## config.mk

```make
export PLATFORM = sky130hd
export DESIGN_NAME = grid_mem_arbiter_flat
export DESIGN_NICKNAME = d
export VERILOG_FILES = /design/src/rtl/grid_mem_arbiter_if.sv /design/src/rtl/grid_mem_arbiter.sv /design/src/flat_wrapper.sv
export SDC_FILE = /design/constraint.sdc
export NUM_CORES = 1
export LEC_CHECK = 0
export BUFFER_PORTS_ARGS = -buffer_cell sky130_fd_sc_hd__buf_2
export CAP_MARGIN = 20
export CORE_MARGIN = 2
export CORE_UTILIZATION = 54
export DETAILED_ROUTE_END_ITERATION = 10
export HOLD_SLACK_MARGIN = 0.02
export PLACE_DENSITY = 0.88
export SLEW_MARGIN = 25
export SYNTH_ARGS = -nofsm -noshare
export SYNTH_HDL_FRONTEND = slang
export SYNTH_SLANG_ARGS = --single-unit
export TNS_END_PERCENT = 5
```

## constraint.sdc

```tcl
create_clock -name clk -period 3.1 [get_ports clk]
set_input_delay 0.62 -clock clk [delete_from_list [all_inputs] [get_ports clk]]
set_output_delay 0.62 -clock clk [all_outputs]
set_load 0.02 [all_outputs]
```

## src/rtl/grid_mem_arbiter_if.sv

```systemverilog
// Signal bundle between the grid RAM arbiter, its two clients and the RAM.
// The arbiter takes the slave view; clients and RAM together take the master view.
interface grid_mem_arbiter_if #(
  parameter int ADDR_W     = 11,
  parameter int DATA_W     = 3,
  parameter int FIFO_DEPTH = 4
);
  localparam int LVL_W = $clog2(FIFO_DEPTH) + 1;

  logic              vga_rd_req;
  logic [ADDR_W-1:0] vga_rd_addr;
  logic [DATA_W-1:0] vga_rd_data;
  logic              vga_rd_valid;
  logic              g_wr_valid;
  logic              g_wr_ready;
  logic [ADDR_W-1:0] g_wr_addr;
  logic [DATA_W-1:0] g_wr_data;
  logic              g_rd_valid;
  logic              g_rd_ready;
  logic [ADDR_W-1:0] g_rd_addr;
  logic [DATA_W-1:0] g_rd_data;
  logic              g_rd_data_valid;
  logic              mem_en;
  logic              mem_we;
  logic [ADDR_W-1:0] mem_addr;
  logic [DATA_W-1:0] mem_wdata;
  logic [DATA_W-1:0] mem_rdata;
  logic [LVL_W-1:0]  fifo_level;

  modport slave (
    input  vga_rd_req, vga_rd_addr, g_wr_valid, g_wr_addr, g_wr_data,
           g_rd_valid, g_rd_addr, mem_rdata,
    output vga_rd_data, vga_rd_valid, g_wr_ready, g_rd_ready, g_rd_data,
           g_rd_data_valid, mem_en, mem_we, mem_addr, mem_wdata, fifo_level
  );

  modport master (
    output vga_rd_req, vga_rd_addr, g_wr_valid, g_wr_addr, g_wr_data,
           g_rd_valid, g_rd_addr, mem_rdata,
    input  vga_rd_data, vga_rd_valid, g_wr_ready, g_rd_ready, g_rd_data,
           g_rd_data_valid, mem_en, mem_we, mem_addr, mem_wdata, fifo_level
  );
endinterface

```

## src/rtl/grid_mem_arbiter.sv

```systemverilog
// Shares a single-port grid RAM between VGA reads (priority) and game-logic
// writes/reads; game writes are queued, and a starvation counter forces game slots.
module grid_mem_arbiter #(
  parameter int ADDR_W     = 11,
  parameter int DATA_W     = 3,
  parameter int FIFO_DEPTH = 4,
  parameter int STARVE_MAX = 15
) (
  input  logic              clk,
  input  logic              reset,
  grid_mem_arbiter_if.slave bus
);
  localparam int PTR_W = $clog2(FIFO_DEPTH);
  localparam int LVL_W = PTR_W + 1;
  localparam int CNT_W = $clog2(STARVE_MAX + 1);

  typedef enum logic [1:0] {
    GNT_IDLE = 2'd0,
    GNT_VGA  = 2'd1,
    GNT_GAME = 2'd2
  } grant_e;

  logic [ADDR_W-1:0] fifo_addr_q [FIFO_DEPTH];
  logic [DATA_W-1:0] fifo_data_q [FIFO_DEPTH];
  logic [PTR_W-1:0]  wr_ptr_q, rd_ptr_q;
  logic [LVL_W-1:0]  level_q, level_d;
  logic [CNT_W-1:0]  starve_q, starve_d;
  logic              vga_vld_q, g_vld_q;
  logic [DATA_W-1:0] vga_hold_q, g_hold_q;

  grant_e grant_s;
  logic   fifo_nonempty_s, game_pending_s, wr_ready_s, push_s, pop_s, g_rd_go_s;

  // Grant selection; nothing is granted while reset is held.
  always_comb begin
    fifo_nonempty_s = (level_q != {LVL_W{1'b0}});
    game_pending_s  = fifo_nonempty_s || bus.g_rd_valid;
    grant_s         = GNT_IDLE;
    if (reset) begin
      grant_s = GNT_IDLE;
    end else if (game_pending_s && (starve_q == CNT_W'(STARVE_MAX))) begin
      grant_s = GNT_GAME;
    end else if (bus.vga_rd_req) begin
      grant_s = GNT_VGA;
    end else if (game_pending_s) begin
      grant_s = GNT_GAME;
    end else begin
      grant_s = GNT_IDLE;
    end
  end

  // RAM port drive; queued writes drain before any game read is serviced.
  always_comb begin
    bus.mem_en     = 1'b0;
    bus.mem_we     = 1'b0;
    bus.mem_addr   = {ADDR_W{1'b0}};
    bus.mem_wdata  = {DATA_W{1'b0}};
    bus.g_rd_ready = 1'b0;
    pop_s          = 1'b0;
    g_rd_go_s      = 1'b0;
    case (grant_s)
      GNT_VGA: begin
        bus.mem_en   = 1'b1;
        bus.mem_addr = bus.vga_rd_addr;
      end
      GNT_GAME: begin
        bus.mem_en = 1'b1;
        if (fifo_nonempty_s) begin
          bus.mem_we    = 1'b1;
          bus.mem_addr  = fifo_addr_q[rd_ptr_q];
          bus.mem_wdata = fifo_data_q[rd_ptr_q];
          pop_s         = 1'b1;
        end else begin
          bus.mem_addr   = bus.g_rd_addr;
          bus.g_rd_ready = 1'b1;
          g_rd_go_s      = 1'b1;
        end
      end
      default: begin
        bus.mem_en = 1'b0;
      end
    endcase
  end

  // FIFO occupancy and starvation counter next state.
  always_comb begin
    wr_ready_s = !reset && (level_q < LVL_W'(FIFO_DEPTH));
    push_s     = bus.g_wr_valid && wr_ready_s;
    if (push_s && !pop_s) begin
      level_d = level_q + LVL_W'(1);
    end else if (pop_s && !push_s) begin
      level_d = level_q - LVL_W'(1);
    end else begin
      level_d = level_q;
    end
    if ((grant_s == GNT_GAME) || !game_pending_s) begin
      starve_d = {CNT_W{1'b0}};
    end else if (starve_q != CNT_W'(STARVE_MAX)) begin
      starve_d = starve_q + CNT_W'(1);
    end else begin
      starve_d = starve_q;
    end
  end

  // Control state: pointers, level, counter and read-return tracking.
  always_ff @(posedge clk) begin
    if (reset) begin
      wr_ptr_q   <= {PTR_W{1'b0}};
      rd_ptr_q   <= {PTR_W{1'b0}};
      level_q    <= {LVL_W{1'b0}};
      starve_q   <= {CNT_W{1'b0}};
      vga_vld_q  <= 1'b0;
      g_vld_q    <= 1'b0;
      vga_hold_q <= {DATA_W{1'b0}};
      g_hold_q   <= {DATA_W{1'b0}};
    end else begin
      if (push_s) wr_ptr_q <= wr_ptr_q + PTR_W'(1);
      if (pop_s)  rd_ptr_q <= rd_ptr_q + PTR_W'(1);
      level_q   <= level_d;
      starve_q  <= starve_d;
      vga_vld_q <= (grant_s == GNT_VGA);
      g_vld_q   <= g_rd_go_s;
      if (vga_vld_q) vga_hold_q <= bus.mem_rdata;
      if (g_vld_q)   g_hold_q   <= bus.mem_rdata;
    end
  end

  // Write FIFO storage.
  always_ff @(posedge clk) begin
    if (push_s) begin
      fifo_addr_q[wr_ptr_q] <= bus.g_wr_addr;
      fifo_data_q[wr_ptr_q] <= bus.g_wr_data;
    end
  end

  // Client-facing outputs; returned data comes straight from the RAM output register.
  always_comb begin
    bus.g_wr_ready = wr_ready_s;
    if (reset) begin
      bus.fifo_level      = {LVL_W{1'b0}};
      bus.vga_rd_valid    = 1'b0;
      bus.vga_rd_data     = {DATA_W{1'b0}};
      bus.g_rd_data_valid = 1'b0;
      bus.g_rd_data       = {DATA_W{1'b0}};
    end else begin
      bus.fifo_level      = level_q;
      bus.vga_rd_valid    = vga_vld_q;
      bus.vga_rd_data     = vga_vld_q ? bus.mem_rdata : vga_hold_q;
      bus.g_rd_data_valid = g_vld_q;
      bus.g_rd_data       = g_vld_q ? bus.mem_rdata : g_hold_q;
    end
  end
endmodule

```

## src/flat_wrapper.sv

```systemverilog
// flat-port wrapper written by rule: the top's interface ports become plain ports
module grid_mem_arbiter_flat 
#(
  parameter int ADDR_W     = 11,
  parameter int DATA_W     = 3,
  parameter int FIFO_DEPTH = 4,
  parameter int STARVE_MAX = 15
)
  (clk, reset, bus_vga_rd_req, bus_vga_rd_addr, bus_g_wr_valid, bus_g_wr_addr, bus_g_wr_data, bus_g_rd_valid, bus_g_rd_addr, bus_mem_rdata, bus_vga_rd_data, bus_vga_rd_valid, bus_g_wr_ready, bus_g_rd_ready, bus_g_rd_data, bus_g_rd_data_valid, bus_mem_en, bus_mem_we, bus_mem_addr, bus_mem_wdata, bus_fifo_level);
  grid_mem_arbiter_if #(.ADDR_W(ADDR_W), .DATA_W(DATA_W), .FIFO_DEPTH(FIFO_DEPTH)) bus_i ();
  input  logic clk;
  input  logic reset;
  input wire logic [$bits(bus_i.vga_rd_req)-1:0] bus_vga_rd_req;
  input wire logic [$bits(bus_i.vga_rd_addr)-1:0] bus_vga_rd_addr;
  input wire logic [$bits(bus_i.g_wr_valid)-1:0] bus_g_wr_valid;
  input wire logic [$bits(bus_i.g_wr_addr)-1:0] bus_g_wr_addr;
  input wire logic [$bits(bus_i.g_wr_data)-1:0] bus_g_wr_data;
  input wire logic [$bits(bus_i.g_rd_valid)-1:0] bus_g_rd_valid;
  input wire logic [$bits(bus_i.g_rd_addr)-1:0] bus_g_rd_addr;
  input wire logic [$bits(bus_i.mem_rdata)-1:0] bus_mem_rdata;
  output wire logic [$bits(bus_i.vga_rd_data)-1:0] bus_vga_rd_data;
  output wire logic [$bits(bus_i.vga_rd_valid)-1:0] bus_vga_rd_valid;
  output wire logic [$bits(bus_i.g_wr_ready)-1:0] bus_g_wr_ready;
  output wire logic [$bits(bus_i.g_rd_ready)-1:0] bus_g_rd_ready;
  output wire logic [$bits(bus_i.g_rd_data)-1:0] bus_g_rd_data;
  output wire logic [$bits(bus_i.g_rd_data_valid)-1:0] bus_g_rd_data_valid;
  output wire logic [$bits(bus_i.mem_en)-1:0] bus_mem_en;
  output wire logic [$bits(bus_i.mem_we)-1:0] bus_mem_we;
  output wire logic [$bits(bus_i.mem_addr)-1:0] bus_mem_addr;
  output wire logic [$bits(bus_i.mem_wdata)-1:0] bus_mem_wdata;
  output wire logic [$bits(bus_i.fifo_level)-1:0] bus_fifo_level;
  assign bus_i.vga_rd_req = bus_vga_rd_req;
  assign bus_i.vga_rd_addr = bus_vga_rd_addr;
  assign bus_i.g_wr_valid = bus_g_wr_valid;
  assign bus_i.g_wr_addr = bus_g_wr_addr;
  assign bus_i.g_wr_data = bus_g_wr_data;
  assign bus_i.g_rd_valid = bus_g_rd_valid;
  assign bus_i.g_rd_addr = bus_g_rd_addr;
  assign bus_i.mem_rdata = bus_mem_rdata;
  assign bus_vga_rd_data = bus_i.vga_rd_data;
  assign bus_vga_rd_valid = bus_i.vga_rd_valid;
  assign bus_g_wr_ready = bus_i.g_wr_ready;
  assign bus_g_rd_ready = bus_i.g_rd_ready;
  assign bus_g_rd_data = bus_i.g_rd_data;
  assign bus_g_rd_data_valid = bus_i.g_rd_data_valid;
  assign bus_mem_en = bus_i.mem_en;
  assign bus_mem_we = bus_i.mem_we;
  assign bus_mem_addr = bus_i.mem_addr;
  assign bus_mem_wdata = bus_i.mem_wdata;
  assign bus_fifo_level = bus_i.fifo_level;
  grid_mem_arbiter #(.ADDR_W(ADDR_W), .DATA_W(DATA_W), .FIFO_DEPTH(FIFO_DEPTH), .STARVE_MAX(STARVE_MAX)) u_core (.clk(clk), .reset(reset), .bus(bus_i));
endmodule
```

======== Yosys cells after proc, flatten, opt, wreduce, memory -nomap -nowiden ========
Memories as Yosys holds them, arrays and structs flattened. A register that Yosys moved wholly into a read port is not among the register bits.
Index checks and enable logic that the tools add are counted.
Widths: inputs -> output; s select.
storage, ports and cells
  flip-flop bits (word level) ............. 19
  memories ................................ 2
  word-level logic and storage cells ...... 63
  memory bits (writable) .................. 56
memories
  name                depth  bits a word  read ports  clocked after Yosys merged registers in  wr ports  RTL line                RTL
  u_core.fifo_addr_q  4      11           1           1                                        1         grid_mem_arbiter.sv:23  logic [ADDR_W-1:0] fifo_addr_q [FIFO_DEPTH];
  u_core.fifo_data_q  4      3            1           1                                        1         grid_mem_arbiter.sv:24  logic [DATA_W-1:0] fifo_data_q [FIFO_DEPTH];
cells by class
  add/sub/neg operators ................... 5
  $lt $le $gt $ge ......................... 1
  reductions and logical operators ........ 15
  eq/ne operators ......................... 4
  multiplexer cells ....................... 28
operators by type and width
  operator             count
  $mux 3               9
  $pmux 11 s2          1
  $mux 2               8
  $mux 11              1
  $mux 1               9
  $logic_and 1x1->1    5
  $add 2x1->2 const B  2
  $add 4x1->4 const B  1
  $eq 4x4->1 const B   1
  $logic_not 1->1      4
  $ne 4x4->1 const B   1
  $reduce_or 2->1      2
  $add 3x1->3 const B  1
  $lt 3x3->1 const B   1
  $reduce_bool 3->1    1
  $sub 3x1->3 const B  1
  $eq 2x1->1 const B   1
  $eq 2x2->1 const B   1
  $logic_or 1x1->1     2
  $reduce_bool 2->1    1

======== Logic depth before layout (Yosys ltp) ========
Gate-level depths: netlist of run 1.
  word-level depth ........................ 11
  mapped depth ............................ 12
  depth with buffers taken out ............ 12

======== Worst setup path before layout of run 1 ========
OpenSTA, ideal clock, no wires.
  path type ............................... register to output
  start point ............................. register u_core.starve_q[0]
  end point ............................... output bus_mem_addr[0]
  path buffers ............................ 1
  setup slack ............................. 0.317 ns
  stages on the path, launching flop included .. 10
  data arrival time ....................... 2.163 ns
  cell sequence ........................... dfxtp_1 -> ha_1 -> nand3_1 -> a211o_1 -> inv_1 -> ha_1 -> nor4b_4 -> buf_4 -> a22oi_1 -> o22ai_2
on the way
  cells in the longest elaborated chain, start to end .. 6
  elaborated cells between the ends (all ways) .. 7
ends and longest elaborated chain
  element                                   RTL line                 RTL
  start, declared                           grid_mem_arbiter.sv:27   logic [CNT_W-1:0] starve_q, starve_d;
  start signal, assigned                    grid_mem_arbiter.sv:111  starve_q <= {CNT_W{1'b0}};
  start signal, assigned                    grid_mem_arbiter.sv:120  starve_q <= starve_d;
  $eq 4x4->1 *                              grid_mem_arbiter.sv:41   end else if (game_pending_s && (starve_q == CNT_W'(STARVE_MAX))) begin
  $logic_and 1x1->1 *                       grid_mem_arbiter.sv:41
  $mux 2 *                                  grid_mem_arbiter.sv:41
  $mux 2 *                                  grid_mem_arbiter.sv:39   if (reset) begin
  $eq 2x2->1 or $eq 2x1->1 (tied branches)  grid_mem_arbiter.sv:61   case (grant_s)
  $pmux 11 s2 *                             grid_mem_arbiter.sv:61
  end, declared                             flat_wrapper.sv:29       output wire logic [$bits(bus_i.mem_addr)-1:0] bus_mem_addr;
Mark *: on every way between the ends. The rest lies on a longest branch, timed or not.

======== Final worst setup path of run 1 ========
  start point ............................. register u_core.starve_q[1]
  end point ............................... output bus_mem_addr[8]
Same word-level chain as after synthesis.

==> results.json, run 1 <==
{
  "fp-row-count": 28,
  "finalWeightedCongestion": 0.741,
  "yosys_warnings": 0,
  "synth_area_leaders": "edfxtp_1, dfxtp_1, mux4_2",
  "dieWidth_um": 83.4,
  "start_kind": "flip-flop",
  "grt_start_max_net_pins": 21,
  "h-tree-depth": 3,
  "io_buffers": 72,
  "wirelength_mm": 7.60,
  "dpl.cell_count": 364,
  "holdPathStages": 1,
  "synth_top_flop_cell": "edfxtp_1",
  "stdcell_count": 391,
  "worst_r2r_path_depth": 11,
  "wl_per_cell_um": 19.4,
  "seq_area_frac_synth_pct": 61.8,
  "vias": 2166,
  "die_area_um2": 6950,
  "synth_nets": 271,
  "post_dp_cell_area_um2": 3850,
  "finClkSkew_ps": 8.53,
  "r2r-end": "u_core.level_q[2]$_SDFFE_PP0P_",
  "postSynth.asyncResetShare_pct": 0,
  "synth_top_area_share_pct": 49.4,
  "ys_types": 42,
  "grt_pass1_wl_mm": 11.5,
  "drc": 0,
  "fp.dieH_um": 83.4,
  "endpoint": "bus_mem_addr[8]",
  "route.met3.wl_um": 641,
  "cts_tree": "done",
  "arrival_ps": 2370,
  "cp-end-kind": "output port",
  "hold_path_class": "primary input to flip-flop",
  "status": "finished, final reports clean",
  "drv_cap": 0,
  "slew_headroom_pct": 48.0,
  "fin_ws_ps": 109,
  "final.min_clock_period_ps": 2990,
  "ios": 73,
  "pwr_density_cell_nw_per_um2": 573,
  "multi_input_area_um2": 1210,
  "drtIter0Drc": 184,
  "clkLatencyLatePin_ps": 360,
  "synth_edf_count": 56,
  "antenna_found_initial": 1,
  "start_util_pct": 56.8,
  "wl_met1_mm": 2.83,
  "dp.final_hpwl_mm": 4.46,
  "clk_pin_slew_ps": 80,
  "clockBufferDepth": 2,
  "worst-setup-path-type": "flip-flop to output port",
  "dp_slack_ps": 45.3,
  "power_w": 0.00245,
  "period_share_pct": 96.5,
  "grt_pass1_vias": 2188,
  "seq_area_um2": 2110,
  "final_area_um2": 4270,
  "cts_buffers": 9,
  "ir_drop_mv": 0.375,
  "cts.sinks": 77,
  "synth_area_per_cell_um2": 15.6,
  "highest_layer": "met4",
  "drive_above_1_share_pct": 46.3,
  "grt_use_total_pct": 22.4,
  "r2r_start": "u_core.level_q[2]$_SDFFE_PP0P_",
  "fp.coreArea_um2": 5990,
  "via_per_inst": 5.54,
  "max_clock_freq_mhz": 334,
  "synth-seq-cells": 77,
  "ant_nets": 0,
  "num-fill-cells": 370,
  "syn-cell-area_um2": 3400,
  "setup_viol": 0,
  "firstDrtPassIters": 4,
  "slew_violations": 0,
  "overflow": 0,
  "required_ps": 2480,
  "finalNetCount": 363,
  "synth_largest_area_cell": "edfxtp_1",
  "path_max_fanout": 7,
  "timing_hold_violations_final": 0,
  "synth_cells": 218,
  "p_leak_nw": 1.65,
  "rrSetupSlack_ps": 350,
  "wl_met2_mm": 3.91,
  "cp-startpoint": "u_core.starve_q[1]$_SDFFE_PP0P_",
  "root_buffer": "clkbuf_8",
  "syn_to_final_growth_pct": 25.5,
  "worst_pin_slew_ps": 780
}
final cells by class:
type / count / area share [%]
sequential: 77 / 49.4
multi-input combinational: 113 / 28.4
timing repair buffer: 91 / 13.4
clock buffer: 10 / 2.99
tap: 75 / 2.20
clock inverter: 6 / 2.02
inverter: 18 / 1.58
antenna: 1 / 0.0586
flip-flops by register name (all words and copies together) (netlist names), named ones only:
| signal | count |
|---|---|
| u_core.fifo_addr_q | 44 |
| u_core.level_q | 3 |
| u_core.wr_ptr_q | 2 |
| u_core.vga_hold_q | 3 |
| u_core.fifo_data_q | 12 |
| u_core.g_hold_q | 3 |
| u_core.rd_ptr_q | 2 |
| u_core.g_vld_q | 1 |
| u_core.vga_vld_q | 1 |
| u_core.starve_q | 4 |
how the worst min path moves through the flow:
| stage | start | endpoint |
|---|---|---|
| floorplan | u_core.starve_q[3]$_SDFFE_PP0P_ | u_core.starve_q[3]$_SDFFE_PP0P_ |
| global placement | u_core.g_hold_q[1]$_DFF_P_ | u_core.g_hold_q[1]$_DFF_P_ |
| detailed placement | u_core.g_hold_q[2]$_DFF_P_ | u_core.g_hold_q[2]$_DFF_P_ |
| CTS | bus_g_wr_addr[10] | u_core.fifo_addr_q[1][10]$_DFFE_PP_ |
| global route | bus_g_wr_addr[7] | u_core.fifo_addr_q[1][7]$_DFFE_PP_ |
| finish | bus_g_wr_addr[10] | u_core.fifo_addr_q[1][10]$_DFFE_PP_ |
cells by family (layout without fill, tap and decap cells):
| group | after synthesis | count (layout) | synth area share, % |
|---|---|---|---|
| AO/OA/AOI/OAI | 31 | 31 | 8.86 |
| XOR/XNOR | 6 | 6 | 1.54 |
| adder cells (fa/ha/maj) | 9 | 9 | 3.53 |
| buffers and inverters | 29 | 125 | 4.74 |
| flip-flops | 77 | 77 | 61.8 |
| multiplexers | 22 | 22 | 11.7 |
| other | 0 | 1 | 0 |
| AND/OR/NAND/NOR | 44 | 45 | 7.80 |
critical path, cell delays in order (launching register included):
cell	delay, ps
dfxtp_2	360
ha_4	160
nand3_4	100
a211o_1	340
inv_2	70
ha_4	120
nor4b_4	210
buf_4	230
a22oi_2	80
o22ai_2	190
buf_6	150
report_power, final:
group / total, W / internal (W) / switching, W
combinational: 0.000443 / 0.000201 / 0.000242
clock: 0.000820 / 0.000454 / 0.000367
sequential: 0.00118 / 0.00116 / 0.0000260
total: 0.00245 / 0.00181 / 0.000635
cells in the final DEF (no fill, tap or decap), types with 2 or more instances in the layout:
master,n
o22ai_2,10
ha_4,2
xor2_1,4
nor2_1,18
clkinv_1,8
edfxtp_1,56
and2b_1,2
clkbuf_8,9
inv_1,10
buf_4,23
a22oi_2,2
and2_1,4
mux4_2,13
mux2i_1,8
dfxtp_1,19
a22oi_1,9
xnor2_1,2
buf_2,61
nor2b_1,9
nand2b_4,2
bufinv_16,2
buf_6,6
ha_1,6
nand2_1,2
through the flow:
stage	setup TNS [ps]	hold WS [ps]	util, %
5_1_grt	-81.9	465	71.2
3_5_place_dp	0	490	64.3
6_report	0	477	71.2
2_1_floorplan	0	469	-
3_3_place_gp	0	487	64.3
4_1_cts	0	472	69.9
what timing repair did:
item,in CTS,in global routing
gates cloned,1,1
buffers inserted,5,4
gates resized for setup,12,22
pin swaps,2,6
hold buffers,0,0
setup endpoints to repair,14,11
cell usage after synthesis (2+ instances only):
cell type	instances
nor2_1	18
and2_1	4
edfxtp_1	56
mux4_2	13
dfxtp_1	21
mux2i_1	8
nand3_1	2
and2b_1	2
buf_6	2
o21ai_0	2
buf_12	2
xor2_1	4
clkbuf_1	4
o22ai_2	9
nand2_1	2
nor2b_1	9
xnor2_1	2
a22oi_1	11
inv_1	11
ha_1	8
clkinv_1	7
per-layer routing:
| layer | track usage [%] | vias up |
|---|---|---|
| met1 | 26.4 | 1046 |
| met5 | 0 | - |
| met4 | 10.1 | 0 |
| li1 | - | 1001 |
| met2 | 37.5 | 101 |
| met3 | 7.16 | 18 |
Note: power is estimated with default switching activity, not from simulation.
==> run 2: changes to the inputs <==
--- a/config.mk
+++ b/config.mk
@@ -5,6 +5,7 @@
 export SDC_FILE = /design/constraint.sdc
 export NUM_CORES = 1
 export LEC_CHECK = 0
+export ABC_AREA = 1
 export BUFFER_PORTS_ARGS = -buffer_cell sky130_fd_sc_hd__buf_2
 export CAP_MARGIN = 20
 export CORE_MARGIN = 2
==> constraint.sdc (replaced) <==
create_clock -name clk -period 3.1 [get_ports clk]
set_input_delay 0.62 -clock clk [delete_from_list [all_inputs] [get_ports clk]]
set_output_delay 0.62 -clock clk [all_outputs]
set_load 0.01 [all_outputs]
==> run 2 against run 1 <==
  * Combinational power shrank 26%
  * Non-clock buffer count is 6 lower
  * Sequential share of layout area rose by 0.63 points
  * Utilization fell by 5.0 points
  * Final cell count up 36%
  * Global-route usage shrank 0.45 points
  * Fmax is 1.5% higher
  * Area after synthesis grew 4.1%
  * Power decreased by 8.7%
  * Synthesized cell count increased by 69%
  * Clock-buffer cell count down 1
  * Critical path depth rose by 4
==> results.json, run 2 <==
{
  "h-tree-depth": 3,
  "holdWs_ps": 486,
  "final_cell_mix": "nand2_1, buf_2, nor2_1",
  "finalNetCount": 501,
  "grt_start_max_net_pins": 29,
  "finClkSkew_ps": 6.81,
  "fp.coreArea_um2": 6350,
  "grt_use_total_pct": 21.9,
  "syn-cell-area_um2": 3540,
  "drive_above_1_share_pct": 29.8,
  "pwr_density_cell_nw_per_um2": 531,
  "drc": 0,
  "clk_pin_slew_ps": 80,
  "cts_buffers": 9,
  "worst_pin_slew_ps": 441,
  "stdcell_count": 530,
  "vias": 2754,
  "cts.sinks": 77,
  "synth_edf_count": 56,
  "required_ps": 2480,
  "largest_reg_flops": 44,
  "grt_pass1_wl_mm": 12.1,
  "drv_cap": 0,
  "regMostFlops": "u_core.fifo_addr_q",
  "postSynth.asyncResetShare_pct": 0,
  "syn_to_final_growth_pct": 18.8,
  "grt_pass1_vias": 2609,
  "drtIter0Drc": 211,
  "root_buffer": "clkbuf_8",
  "crit_path_top_delay_cell": "dfxtp_1",
  "start_kind": "flip-flop",
  "setup_viol": 0,
  "top_regs": "u_core.fifo_addr_q: 44 flops, u_core.fifo_data_q: 12 flops, u_core.starve_q: 4 flops",
  "arrival_ps": 2330,
  "power_w": 0.00223,
  "ys_types": 26,
  "seq_area_frac_synth_pct": 59.3,
  "clockBufferDepth": 2,
  "timing_hold_violations_final": 0,
  "ios": 73,
  "setup_tns_ps": 0,
  "status": "finished, final reports clean",
  "dp.final_hpwl_mm": 5.17,
  "period_share_pct": 95.1,
  "fp.dieH_um": 85.0,
  "max_stage_delay_ps": 370,
  "num-fill-cells": 452,
  "slew_headroom_pct": 70.6,
  "cts_tree": "done",
  "cts_hold_buf": 0,
  "cpLargestDelayFamily": "simple AND/OR/NAND/NOR gates",
  "antenna_cells": 0,
  "hold_path_class": "primary input to flip-flop",
  "wirelength_mm": 7.68,
  "finalWeightedCongestion": 0.871,
  "synth-seq-cells": 77,
  "via_per_inst": 5.20,
  "yosys_warnings": 0,
  "synth_top_flop_cell": "edfxtp_1",
  "max_clock_freq_mhz": 339,
  "slew_violations": 0,
  "die_area_um2": 7220,
  "antenna_found_initial": 0,
  "firstDrtPassIters": 4,
  "synth_area_per_cell_um2": 9.63,
  "ant_nets": 0,
  "io_buffers": 72,
  "clkLatencyLatePin_ps": 350,
  "path_max_fanout": 12,
  "cp-end-kind": "output port",
  "synth_cells": 368,
  "ys_top_cells_by_count": "nand2_1, nor2_1, edfxtp_1, inv_1, nand3_1",
  "fp-row-count": 29,
  "final.min_clock_period_ps": 2950,
  "synth_area_leaders": "edfxtp_1, dfxtp_1, nand2_1",
  "p_leak_nw": 1.84,
  "dpl.cell_count": 512,
  "worst-path-buf-inv": 4,
  "start_util_pct": 55.8,
  "synth_most_common_cell": "nand2_1",
  "synth_top_area_share_pct": 47.5,
  "ir_drop_mv": 0.363,
  "synth_nets": 421,
  "synth_largest_area_cell": "edfxtp_1",
  "cp_cell_sequence": "ha_1 > nand2_2 > nor2_4 > inv_1 > nand2_1 > nand3_1 > inv_2 > ha_4 > buf_8 > nand4_1 > nand2_1 > nor2_1 > nor2_1 > buf_2",
  "worst-setup-path-type": "flip-flop to output port",
  "dieWidth_um": 85.0,
  "overflow": 0,
  "wl_per_cell_um": 14.5,
  "final_common_cell": "nand2_1",
  "final_util_pct": 66.2
}
## run 2: worst paths after layout
| path | startpoint | end | slack, ps | cells past startpoint |
|---|---|---|---|---|
| min reg2reg | u_core.starve_q[1]$_SDFFE_PP0P_ | u_core.starve_q[1]$_SDFFE_PP0P_ | 500 | 2 |
| max reg2reg | u_core.starve_q[0]$_SDFFE_PP0P_ | u_core.level_q[2]$_SDFFE_PP0P_ | 500 | 18 |
| min | bus_g_wr_addr[9] | u_core.fifo_addr_q[0][9]$_DFFE_PP_ | 490 | 1 |
| max | u_core.starve_q[1]$_SDFFE_PP0P_ | bus_mem_addr[4] | 150 | 14 |
## run 2: timing repair
item,CTS,global route
setup endpoints to repair,7,11
resized for setup,2,9
pin swaps,0,4
buffers inserted,0,2
## run 2: final cells by class
cell class,count,area (um^2),share of cell area (%)
Sequential cell,77,2100,50.0
Multi-Input combinational cell,249,1240,29.6
Inverter,26,97.6,2.32
Timing Repair Buffer,85,465,11.1
Clock inverter,7,75.1,1.78
Clock buffer,9,124,2.94
Tap cell,77,96.3,2.29
## run 2: cells by family (layout without fill, tap and decap cells)
kind of cell,after synthesis,in the layout,synth area share [%]
buffers and inverters,42,127,6.36
AO/OA/AOI/OAI,32,32,4.52
flip-flops,77,77,59.3
AND/OR/NAND/NOR,206,206,25.9
XOR/XNOR,2,2,0.495
adder cells (fa/ha/maj),9,9,3.39
## run 2: per-stage QoR
step                      setup slack (ps)  area (um^2)
after floorplan                        454         3540
after global placement                 343         3950
after detailed placement               261         3950
after CTS                             39.6         4160
after global routing                 -82.0         4210
final                                  152         4210
## run 2: where the power goes
group / leakage (nW) / internal, W / total (W) / switching [W]
registers: 0.680 / 0.00115 / 0.00117 / 0.0000246
logic: 1.07 / 0.000122 / 0.000329 / 0.000207
clock network: 0.0918 / 0.000374 / 0.000735 / 0.000362
## run 2: per-layer routing
layer	share of wire, %	track usage, %
met5	0	0
met4	1.7	10.1
met3	7.8	5.54
met2	50	36.9
met1	40	26.6
==> run 3: changes to the inputs <==
==> constraint.sdc (replaced) <==
create_clock -name clk -period 3.09 [get_ports clk]
set_input_delay 0.618 -clock clk [delete_from_list [all_inputs] [get_ports clk]]
set_output_delay 0.618 -clock clk [all_outputs]
set_load 0.01 [all_outputs]
==> run 3 against run 2 <==
  * Non-clock buffer count grew 1
  * Hold slack lost 12 ps
  * Setup slack lost 0.58 ps
  * Final cell count grew 0.19%
  * Via count grew 0.65%
  * Clock skew is essentially flat
  * Wire length shrank 0.12%
==> results.json, run 3 (synthesized netlist as in run 2, its figures left out) <==
{
  "ir_drop_mv": 0.359,
  "p_switching_w": 0.000599,
  "fp-row-count": 29,
  "clk_pin_slew_ps": 80,
  "grt_use_total_pct": 22.1,
  "vias": 2772,
  "antenna_found_initial": 0,
  "dp.final_hpwl_mm": 5.37,
  "slew_headroom_pct": 70.5,
  "drv_cap": 0,
  "num-fill-cells": 457,
  "cts_buffers": 9,
  "period_share_pct": 95.1,
  "wl_per_cell_um": 14.4,
  "largest_reg_flops": 44,
  "syn_to_final_growth_pct": 19.1,
  "p_leak_nw": 1.86,
  "final.min_clock_period_ps": 2940,
  "dieWidth_um": 85.0,
  "grt_pass1_vias": 2684,
  "clock_power_share_pct": 32.9,
  "finClkSkew_ps": 6.81,
  "io_buffers": 72,
  "cpLargestDelayFamily": "simple AND/OR/NAND/NOR gates",
  "ant_nets": 0,
  "top_regs": "u_core.fifo_addr_q: 44 flops, u_core.fifo_data_q: 12 flops, u_core.starve_q: 4 flops",
  "die_area_um2": 7220,
  "root_buffer": "clkbuf_8",
  "clockBufferDepth": 2,
  "timing_hold_violations_final": 0,
  "final_area_um2": 4220,
  "arrival_ps": 2320,
  "crit_top_cell": "nand2_1",
  "cts_tree": "done",
  "path_max_fanout": 12,
  "drtIter0Drc": 259,
  "drive_above_1_share_pct": 30.0,
  "antenna_cells": 0,
  "internal-power_w": 0.00165,
  "h-tree-depth": 3,
  "status": "finished, final reports clean",
  "drc": 0,
  "cp-end-kind": "output port",
  "firstDrtPassIters": 4,
  "pwr_density_cell_nw_per_um2": 533,
  "p_seq_share_pct": 52.1,
  "fin_ws_ps": 151,
  "multi_input_area_um2": 1250,
  "cp_cell_sequence": "ha_2 > nand2_2 > nor2_4 > buf_4 > nand2_1 > nand3_1 > inv_1 > ha_2 > nand2_1 > nand2_1 > nor2_1 > nor2_1 > buf_2",
  "dp_slack_ps": 203,
  "cts_hold_buf": 0,
  "worst_pin_slew_ps": 442,
  "wirelength_mm": 7.67,
  "required_ps": 2470,
  "ios": 73,
  "finalNetCount": 502,
  "via_per_inst": 5.22,
  "overflow": 0,
  "slew_violations": 0,
  "power_w": 0.00225,
  "final_cell_mix": "nand2_1, buf_2, nor2_1",
  "crit_path_top_delay_cell": "dfxtp_2",
  "clkLatencyLatePin_ps": 350,
  "final_util_pct": 66.4,
  "max_clock_freq_mhz": 340,
  "seq_area_um2": 2100,
  "switching_share_pct": 26.7,
  "worst-path-buf-inv": 3,
  "final_common_cell": "nand2_1",
  "start_util_pct": 55.8,
  "hold_path_class": "primary input to flip-flop",
  "fp.dieH_um": 85.0,
  "finalWeightedCongestion": 0.865,
  "fp.coreArea_um2": 6350,
  "cts.sinks": 77,
  "grt_start_max_net_pins": 29,
  "post_dp_cell_area_um2": 3970,
  "regMostFlops": "u_core.fifo_addr_q",
  "combPwrFrac_pct": 15.0,
  "worst-setup-path-type": "flip-flop to output port",
  "max_stage_delay_ps": 340,
  "start_kind": "flip-flop",
  "grt_pass1_wl_mm": 12.3,
  "setup_viol": 0
}
## run 3: area by class of cell
| type | count | area share (%) |
|---|---|---|
| clock inverters | 7 | 1.81 |
| flip-flops and latches | 77 | 49.9 |
| well taps | 77 | 2.28 |
| inverters | 26 | 2.31 |
| multi-input cells | 249 | 29.6 |
| repair buffers | 86 | 11.2 |
| clock buffers | 9 | 2.94 |
## run 3: final timing paths
check / slack, ps / depth (start not counted) / from / to
max: 150 / 13 / u_core.starve_q[0]$_SDFFE_PP0P_ / bus_mem_addr[2]
min: 470 / 1 / bus_g_wr_addr[9] / u_core.fifo_addr_q[1][9]$_DFFE_PP_
max reg2reg: 440 / 17 / u_core.starve_q[0]$_SDFFE_PP0P_ / u_core.level_q[2]$_SDFFE_PP0P_
min reg2reg: 490 / 2 / u_core.starve_q[1]$_SDFFE_PP0P_ / u_core.starve_q[1]$_SDFFE_PP0P_
## run 3: what timing repair did
item,4_1_cts,5_1_grt
setup endpoints to repair,10,11
gates resized for setup,2,10
setup buffers,0,1
pin swaps,0,1
## run 3: power by group through the flow
stage	Sequential (W)	Combinational (W)	Clock [W]
after global placement	0.00119	0.000311	0
after global routing	0.00117	0.000378	0.000790
final	0.00117	0.000337	0.000739
after CTS	0.00117	0.000328	0.000749
after floorplan	0.00119	0.000214	0
after detailed placement	0.00119	0.000323	0
## run 3: layer usage
layer  vias up  GRT usage, %  part of all wire [%]
li1       1381             -                     -
met4         0          8.95                   1.4
met2       130          38.3                    51
met5         -             0                     0
met1      1252          26.6                    40
met3         9          5.25                   8.5
## run 3: stage by stage
| stage | cells | hold slack (ps) | TNS [ps] |
|---|---|---|---|
| 6_report | 531 | 474 | 0 |
| 5_1_grt | 531 | 474 | -38.1 |
| 4_1_cts | 530 | 462 | 0 |
| 3_5_place_dp | 514 | 480 | 0 |
| 3_3_place_gp | 514 | 471 | 0 |
| 2_1_floorplan | 368 | 461 | 0 |
## run 3: worst reg2reg max path, stage by stage, from the launching register on
cell and delay (ps):
dfxtp_2 340, ha_2 190, nand2_2 110, nor2_4 60, buf_4 130, nand2_1 60
nand3_1 130, ha_4 220, nand2_4 200, ha_1 230, inv_1 60, fa_1 370
inv_1 80, a21oi_1 60, o21ai_0 110, nand2_1 90, nand2_1 60, nor2_1 30
